===== config.mk =====
export PLATFORM = sky130hd
export DESIGN_NAME = vector_shift_sequencer
export DESIGN_NICKNAME = d
export VERILOG_FILES = /design/src/rtl/vector_shift_sequencer.sv
export SDC_FILE = /design/constraint.sdc
export NUM_CORES = 1
export LEC_CHECK = 0
export ABC_AREA = 1
export BUFFER_PORTS_ARGS = -buffer_cell sky130_fd_sc_hd__buf_2
export CAP_MARGIN = 25
export CORE_AREA = 2 2 326 328
export CTS_CLUSTER_SIZE = 40
export DETAILED_ROUTE_END_ITERATION = 10
export DIE_AREA = 0 0 328 330
export PLACE_DENSITY = 0.35
export SYNTH_ARGS = -nofsm -noshare
export SYNTH_HDL_FRONTEND = slang
export SYNTH_SLANG_ARGS = --single-unit

===== constraint.sdc =====
create_clock -name clk_i -period 1.86 [get_ports clk_i]
set_input_delay 0.093 -clock clk_i [delete_from_list [all_inputs] [get_ports clk_i]]
set_output_delay 0.093 -clock clk_i [all_outputs]
set_load 0.01 [all_outputs]

===== src/rtl/vector_shift_sequencer.sv =====
// rtl/vector_shift_sequencer.sv - chunked issue controller for the vector shift unit
//
// Purpose: accepts one vector shift instruction at a time, walks vs1/vs2 through
// the vector register file in 128-bit chunks, feeds each chunk pair to the
// combinational shift unit, captures the result and writes it back with byte
// enables that cover only the active bytes (vl clamped to VLEN/SEW).
//
// Ports:
//   clk_i, rsn_i                 clock, asynchronous active-low reset
//   req_*                        instruction request (valid/ready handshake)
//   rf_rd_*                      register-file read port (data one cycle after en)
//   su_*                         shift-unit control/operands and result
//   wb_*                         chunk writeback (valid/ready handshake)
//   done_o                       one-cycle pulse after the instruction retires

module vector_shift_sequencer #(
    parameter  int VLEN   = 512,
    localparam int NCHUNK = VLEN / 128,
    localparam int CW     = (NCHUNK > 1) ? $clog2(NCHUNK) : 1,
    localparam int VLW    = $clog2(VLEN / 8) + 1
) (
    input  logic            clk_i,
    input  logic            rsn_i,

    input  logic            req_valid_i,
    output logic            req_ready_o,
    input  logic [1:0]      req_shift_type_i,
    input  logic [2:0]      req_vsew_i,
    input  logic [VLW-1:0]  req_vl_i,
    input  logic [4:0]      req_vs1_addr_i,
    input  logic [4:0]      req_vs2_addr_i,
    input  logic [4:0]      req_vd_addr_i,

    output logic            rf_rd_en_o,
    output logic [4:0]      rf_rd_addr1_o,
    output logic [4:0]      rf_rd_addr2_o,
    output logic [CW-1:0]   rf_rd_chunk_o,
    input  logic [127:0]    rf_rd_data1_i,
    input  logic [127:0]    rf_rd_data2_i,

    output logic            su_chip_enable_o,
    output logic [1:0]      su_shift_type_o,
    output logic [2:0]      su_vsew_o,
    output logic [127:0]    su_vs1_o,
    output logic [127:0]    su_vs2_o,
    input  logic [127:0]    su_vd_i,

    output logic            wb_valid_o,
    input  logic            wb_ready_i,
    output logic [4:0]      wb_addr_o,
    output logic [CW-1:0]   wb_chunk_o,
    output logic [127:0]    wb_data_o,
    output logic [15:0]     wb_be_o,

    output logic            done_o
);

    localparam logic [2:0] S_IDLE  = 3'd0;
    localparam logic [2:0] S_READ  = 3'd1;
    localparam logic [2:0] S_LATCH = 3'd2;
    localparam logic [2:0] S_SHIFT = 3'd3;
    localparam logic [2:0] S_WB    = 3'd4;

    logic [2:0]     state_q;
    logic [1:0]     type_q;
    logic [2:0]     vsew_q;
    logic [4:0]     vs1_q;
    logic [4:0]     vs2_q;
    logic [4:0]     vd_q;
    logic [CW-1:0]  k_q;
    logic [CW-1:0]  last_q;
    logic [VLW-1:0] tb_q;
    logic [127:0]   op1_q;
    logic [127:0]   op2_q;
    logic [127:0]   wb_data_q;
    logic [15:0]    wb_be_q;
    logic           done_q;

    logic [VLW-1:0] vlmax;
    logic [VLW-1:0] vl_clamped;
    logic [VLW-1:0] tb_calc;
    logic [CW-1:0]  last_calc;
    logic           req_null;
    logic [15:0]    be_calc;

    // Request decode. Only evaluated for legal SEW; reserved SEW and vl==0
    // retire without touching the register file.
    always_comb begin
        vlmax      = VLW'(VLEN / 8) >> req_vsew_i[1:0];
        vl_clamped = (req_vl_i > vlmax) ? vlmax : req_vl_i;
        tb_calc    = vl_clamped << req_vsew_i[1:0];
        // ceil(TB/16)-1 == floor((TB-1)/16) whenever TB >= 1
        last_calc  = CW'((tb_calc - VLW'(1)) >> 4);
        req_null   = (req_vl_i == '0) || req_vsew_i[2];
    end

    // Byte b of chunk k is live when its absolute byte index is below TB.
    always_comb begin
        be_calc = '0;
        for (int b = 0; b < 16; b++) begin
            be_calc[b] = (VLW'({k_q, 4'(b)}) < tb_q);
        end
    end

    always_ff @(posedge clk_i or negedge rsn_i) begin
        if (!rsn_i) begin
            state_q   <= S_IDLE;
            type_q    <= '0;
            vsew_q    <= '0;
            vs1_q     <= '0;
            vs2_q     <= '0;
            vd_q      <= '0;
            k_q       <= '0;
            last_q    <= '0;
            tb_q      <= '0;
            op1_q     <= '0;
            op2_q     <= '0;
            wb_data_q <= '0;
            wb_be_q   <= '0;
            done_q    <= 1'b0;
        end else begin
            done_q <= 1'b0;
            case (state_q)
                S_IDLE: begin
                    if (req_valid_i) begin
                        type_q <= req_shift_type_i;
                        vsew_q <= req_vsew_i;
                        vs1_q  <= req_vs1_addr_i;
                        vs2_q  <= req_vs2_addr_i;
                        vd_q   <= req_vd_addr_i;
                        k_q    <= '0;
                        if (req_null) begin
                            done_q <= 1'b1;
                        end else begin
                            tb_q    <= tb_calc;
                            last_q  <= last_calc;
                            state_q <= S_READ;
                        end
                    end
                end
                S_READ: begin
                    state_q <= S_LATCH;
                end
                S_LATCH: begin
                    op1_q   <= rf_rd_data1_i;
                    op2_q   <= rf_rd_data2_i;
                    state_q <= S_SHIFT;
                end
                S_SHIFT: begin
                    wb_data_q <= su_vd_i;
                    wb_be_q   <= be_calc;
                    state_q   <= S_WB;
                end
                S_WB: begin
                    // Writeback payload holds until the consumer takes it.
                    if (wb_ready_i) begin
                        if (k_q == last_q) begin
                            done_q  <= 1'b1;
                            state_q <= S_IDLE;
                        end else begin
                            k_q     <= k_q + CW'(1);
                            state_q <= S_READ;
                        end
                    end
                end
                default: begin
                    state_q <= S_IDLE;
                end
            endcase
        end
    end

    assign req_ready_o      = (state_q == S_IDLE);
    assign rf_rd_en_o       = (state_q == S_READ);
    assign rf_rd_addr1_o    = vs1_q;
    assign rf_rd_addr2_o    = vs2_q;
    assign rf_rd_chunk_o    = k_q;
    assign su_chip_enable_o = (state_q == S_SHIFT);
    assign su_shift_type_o  = type_q;
    assign su_vsew_o        = vsew_q;
    assign su_vs1_o         = op1_q;
    assign su_vs2_o         = op2_q;
    assign wb_valid_o       = (state_q == S_WB);
    assign wb_addr_o        = vd_q;
    assign wb_chunk_o       = k_q;
    assign wb_data_o        = wb_data_q;
    assign wb_be_o          = wb_be_q;
    assign done_o           = done_q;

endmodule


[Yosys cells after proc, flatten, opt, wreduce, memory -nomap -nowiden]
Cells that the tools add are included.
Word-level totals
  flip-flop bits (word level): 435
  input port bits: 415
  output and inout port bits: 429
  logic and storage cells: 68
Operators by class
  add/subtract/negate cells: 2
  $lt $le $gt $ge: 17
  eq/ne operators: 9
  shift-type cells: 2
  mux-type cells: 15
  bitwise logic cells: 1
  reductions and logical operators: 8
Operators by type and width (count)
  < comparator 6 x 7 -> 1 bit: 16
  case mux 3 bit (5 select lines): 1
  2-to-1 mux 3 bit: 3
  > comparator 7 bit: 1
  logical NOT 7 bit: 1
  2-to-1 mux 7 bit: 1
  << shifter 7 x 2 -> 7 bit: 1
  right shift 7 x 2 -> 7 bit, first input constant: 1
  == test 3 x 2 -> 1 bit, second input constant: 2
  2-to-1 mux 2 bit: 3
  inequality test 2 bit, second input constant: 3
  AND reduction 3 bit: 2
  subtractor 6 x 1 -> 6 bit, second input constant: 1
  2-to-1 mux 1 bit: 5
  case mux 2 bit (2 select lines): 1
  AND reduction 4 bit: 1
  == test 3 x 1 -> 1 bit, second input constant: 1
  == test 3 bit, second input constant: 1
  logical NOT 3 bit: 1
  adder 2 x 1 -> 2 bit, second input constant: 1
  == test 2 bit: 1
  inequality test 2 x 1 -> 1 bit, second input constant: 1
  case mux 1 bit (2 select lines): 1
  AND reduction 2 bit: 1
  other kinds (3): 3

[Depth between registers and ports, before layout]
  depth in word-level cells: 5
  depth in mapped cells: 18
  mapped depth without buffers: 17

[Worst setup path before layout]
OpenSTA, ideal clock, no wires.
  kind: input-to-reg
  from: in req_vsew_i[1]
  to: reg last_q[0]
  library setup time: 0.116 ns
  data arrival time: 1.755 ns
  data required time: 1.744 ns
  path slack: -0.012 ns
  stages on the path: 18
  buffers on the path: 1
  cells stage by stage: clkbuf_1 -> inv_1 -> nand2_1 -> ha_1 -> nand2_1 -> inv_2 -> nand2_1 -> nand3_2 -> nand2_4 -> nand2_2 -> nand2_1 -> nand3_2 -> nand2_2 -> inv_1 -> nand3_1 -> nand2_1 -> nand2_1 -> nand2_1
On the way
  word-level cells in the longest chain between the ends: 5
Ends and longest elaborated chain
  start: declaration: RTL line 28  | input logic [2:0] req_vsew_i,
  right shift 7 x 2 -> 7 bit: RTL line 89  | vlmax = VLW'(VLEN / 8) >> req_vsew_i[1:0];
  > comparator 7 bit: RTL line 90  | vl_clamped = (req_vl_i > vlmax) ? vlmax : req_vl_i;
  2-to-1 mux 7 bit: RTL line 90
  << shifter 7 x 2 -> 7 bit *: RTL line 91  | tb_calc = vl_clamped << req_vsew_i[1:0];
  subtractor 6 x 1 -> 6 bit *: RTL line 93  | last_calc = CW'((tb_calc - VLW'(1)) >> 4);
  end signal: assignment: RTL line 136  | last_q <= last_calc;
  end: declaration: RTL line 71  | logic [CW-1:0] last_q;
Mark *: on every way between the ends. The rest lies on a longest branch, timed or not.
A chain may end at the register's enable or synchronous reset.

[Final worst setup path]
  from: reg k_q[1] (netlist: rf_rd_chunk_o[1])
  to: reg wb_be_q[1] (netlist: wb_be_o[1])
On the way
  word-level cells in the longest chain between the ends: 1
Ends and longest elaborated chain
  start: declaration: RTL line 70  | logic [CW-1:0] k_q;
  start signal: assignment: RTL line 161  | k_q <= k_q + CW'(1);
  < comparator 6 x 7 -> 1 bit: RTL line 101  | be_calc[b] = (VLW'({k_q, 4'(b)}) < tb_q);
  end signal: assignment: RTL line 151  | wb_be_q <= be_calc;
  end: declaration: RTL line 76  | logic [15:0] wb_be_q;
Every way passes these cells.

==> results.json <==
{
  "met2_length_mm": 38.3,
  "wl_per_cell_um": 16.4,
  "grt-ovfl-total": 0,
  "io_pins": 844,
  "p_int_mw": 29.3,
  "irDropWorstVdd_mv": 0.720,
  "ys_seq_elements": 435,
  "fillers": 11500,
  "drive_above_1_share_pct": 32.5,
  "multi_input_area_mm2": 0.00554,
  "num_vias": 17400,
  "required_ns": 2.36,
  "portBuffers": 843,
  "p_leak_nw": 16.2,
  "min_path_type": "in2reg",
  "firstDrtPassIters": 5,
  "grt_max_degree": 101,
  "dp_cells": 4180,
  "cts_tree": "built",
  "synth_compound_area_share_pct": 1.56,
  "remaining_drc_errors": 0,
  "clock_latency_ns": 0.64,
  "worstMarginPinSlew_ns": 0.484,
  "finalHoldViolCount": 0,
  "critPathLaunchType": "flip-flop",
  "combPwrFrac_pct": 42.7,
  "synth_fa_ha_area_share_pct": 0.517,
  "stdcell_count": 4716,
  "maxSlewHeadroom_pct": 67.7,
  "syn-instance-count": 1951,
  "outcome": "finished, final reports clean",
  "cellPowerDensity_mw_per_mm2": 1650,
  "dieHeight_um": 330,
  "end_kind": "flip-flop",
  "path_clk_slew_ns": 0.06,
  "gp_congestion": 0.784,
  "start_util_pct": 16.2,
  "grt_usage_pct": 13.5,
  "antenna_found_initial": 1,
  "drtIter0Drc": 605,
  "synth_area_per_cell_um2": 8.68,
  "rows": 119,
  "avgViaCountPerCell": 3.68,
  "switchingPower_mw": 20.0,
  "ys_types": 30,
  "yosysSeqAreaShare_pct": 64.3,
  "grt_pass1_vias": 18200,
  "met3_length_mm": 4.63,
  "cts_sinks": 435,
  "path_cells": "ha_1 > nand2_1 > inv_1 > nand3b_1 > nand2_4 > o211ai_1",
  "nets": 3698,
  "n_antenna_cell": 0,
  "rsz0062_at_grt": "no",
  "synth_nets": 2373,
  "h-tree-depth": 2,
  "fin_crit_ns": 1.77,
  "clkPwrFrac_pct": 23.6,
  "skew_ns": 0.0178,
  "crit_slowest_cell": "dfrtp_1",
  "pwr-share-seq_pct": 33.7,
  "hpwlAfterDp_mm": 57.0,
  "syn_area_mm2": 0.0169,
  "routed.top_layer": "met5",
  "p_sw_share_pct": 40.6,
  "drt_wl_total_mm": 77.6,
  "grt_first_pass_wirelength_mm": 112,
  "numCtsBuffers": 57,
  "final_util_pct": 28.5,
  "drv_slew": 0,
  "dieArea_mm2": 0.108,
  "synth_xor_area_share_pct": 0,
  "seq_area_mm2": 0.0109,
  "setup.worst_path.class": "reg2reg",
  "cap_viol_max_count": 0,
  "cts-root-buf": "clkbuf_16",
  "cp_max_fo": 10,
  "fin_crit_sh_pct": 94.9,
  "fp.dieW_um": 328,
  "clk_path_buf_depth": 3,
  "wirelength_met1_mm": 32.6,
  "slowest_delay_ns": 0.38,
  "synth_top_family_by_area": "simple AND/OR/NAND/NOR gates",
  "synth_warnings": 0,
  "core_area_mm2": 0.105,
  "muxShareOfSynthArea_pct": 0,
  "fmax_ghz": 0.567,
  "detail-route-antenna-nets": 0,
  "synth_simple_gate_area_share_pct": 30.3,
  "area_delta_synth_final_pct": 76.1,
  "finalPower_mw": 49.3,
  "setup_viol": 0,
  "critPathArrivalTime_ns": 2.26
}
power by group through the flow:
stage | logic (mW) | clock network, mW | registers (mW)
finish | 21.0 | 11.6 | 16.6
floorplan | 7.66 | 0 | 18.8
detailed placement | 20.5 | 0 | 16.7
global placement | 20.4 | 0 | 16.7
CTS | 21.2 | 12.1 | 16.6
global route | 23.6 | 12.5 | 17.2
logic make-up after synthesis:
logic type,after synthesis
and+or+nand+nor,1332
DFF,435
buffers and inverters,129
AOI/OAI and AO/OA,48
adders and majority gates,7
through the flow:
stage | instance area [µm²] | hold slack (ns) | worst slack [ns] | TNS (ns)
after floorplan | 16900 | -0.203 | 0.0552 | 0
after global placement | 23400 | -0.00470 | -0.0596 | -0.114
after detailed placement | 23400 | -0.0143 | -0.0333 | -0.0540
after CTS | 29600 | 0.00849 | -0.0553 | -1.26
after global routing | 29800 | 0.0827 | 0.00133 | 0
final | 29800 | 0.0855 | 0.0950 | 0
worst max-delay path: cells and delay by family, from the launching register on:
family | cells | cell delay (ns)
and+or+nand+nor | 3 | 0.70
buffers and inverters | 1 | 0.13
DFF | 1 | 0.38
adders and majority gates | 1 | 0.28
AOI/OAI and AO/OA | 1 | 0.12
flip-flops by register name, summed over array words and instances, names as in the netlist, 5 cells and up:
register,flops
wb_data_o,128
wb_be_o,16
wb_addr_o,5
rf_rd_addr2_o,5
su_vs1_o,128
tb_q,7
su_vs2_o,128
rf_rd_addr1_o,5
cell usage after synthesis:
cell type	number	area, µm²
nor3_2	1	10.0
nand2_4	1	11.3
inv_2	11	41.3
a31oi_1	2	12.5
nand3_1	15	75.1
o21ai_0	14	70.1
dfrtp_1	435	10900
a2bb2oi_1	1	8.76
buf_4	3	22.5
o21ai_1	14	70.1
nor3_1	2	10.0
nor2_4	3	33.8
nor2_2	3	18.8
buf_2	56	280
nand2_2	4	25.0
nand3_2	4	40.0
o211ai_1	2	15.0
a21oi_1	13	65.1
ha_1	7	87.6
clkbuf_1	30	113
nand3b_1	1	7.51
buf_1	5	18.8
nand4_1	1	6.26
nor2_1	15	56.3
nand4_4	1	21.3
a21oi_4	1	16.3
o22ai_1	1	6.26
nand2_1	1280	4800
inv_1	24	90.1
or2_2	1	6.26
path summary, 6_finish.rpt:
kind	to	start	slack, ns	cells after the start
hold / removal	tb_q[2]	req_vl_i[1]	0.09	6
hold reg to reg	su_vs1_o[3]	su_vs1_o[3]	0.46	2
setup reg to reg	wb_be_o[1]	rf_rd_chunk_o[1]	0.09	6
max in group asynchronous	wb_data_o[74]	rsn_i	1.25	4
setup / recovery	wb_be_o[1]	rf_rd_chunk_o[1]	0.09	6
min in group asynchronous	wb_addr_o[2]	rsn_i	0.10	3
cells in the final DEF, fill, tap and decap left out, drive strengths merged, types with 3 or more instances in the layout:
master and n:
nand3 19, dlygate4sd3 412, clkinvlp 4, nor3 3, buf 942, o21ai 28
nor2 21, dlymetal6s4s 3, ha 7, bufinv 5, nand2 1286, inv 37
clkinv 13, dfrtp 435, a21oi 14, clkbuf 86
cell type report:
| type | count | area share (%) |
|---|---|---|
| inverter | 35 | 0.483 |
| timing repair buffer | 1359 | 32.0 |
| sequential | 435 | 36.5 |
| clock buffer | 84 | 5.66 |
| tap | 1391 | 5.84 |
| multi-input combinational | 1388 | 18.6 |
| clock inverter | 24 | 0.957 |
repair_timing:
action / 4_1_cts / 5_1_grt
gates cloned: 0 / 4
endpoints found under the hold margin: 852 / 0
buffers inserted: 1 / 9
hold buffers: 420 / 0
pin swaps: 1 / 5
resized for setup: 1 / 25
setup endpoints to repair: 2 / 126
layer usage:
metal	GRT usage, %	vias to the layer above
met1	16.3	8157
met5	0	-
li1	-	8597
met2	23.6	496
met4	4.02	2
met3	3.51	105
Power figures use the tool's default switching activity.
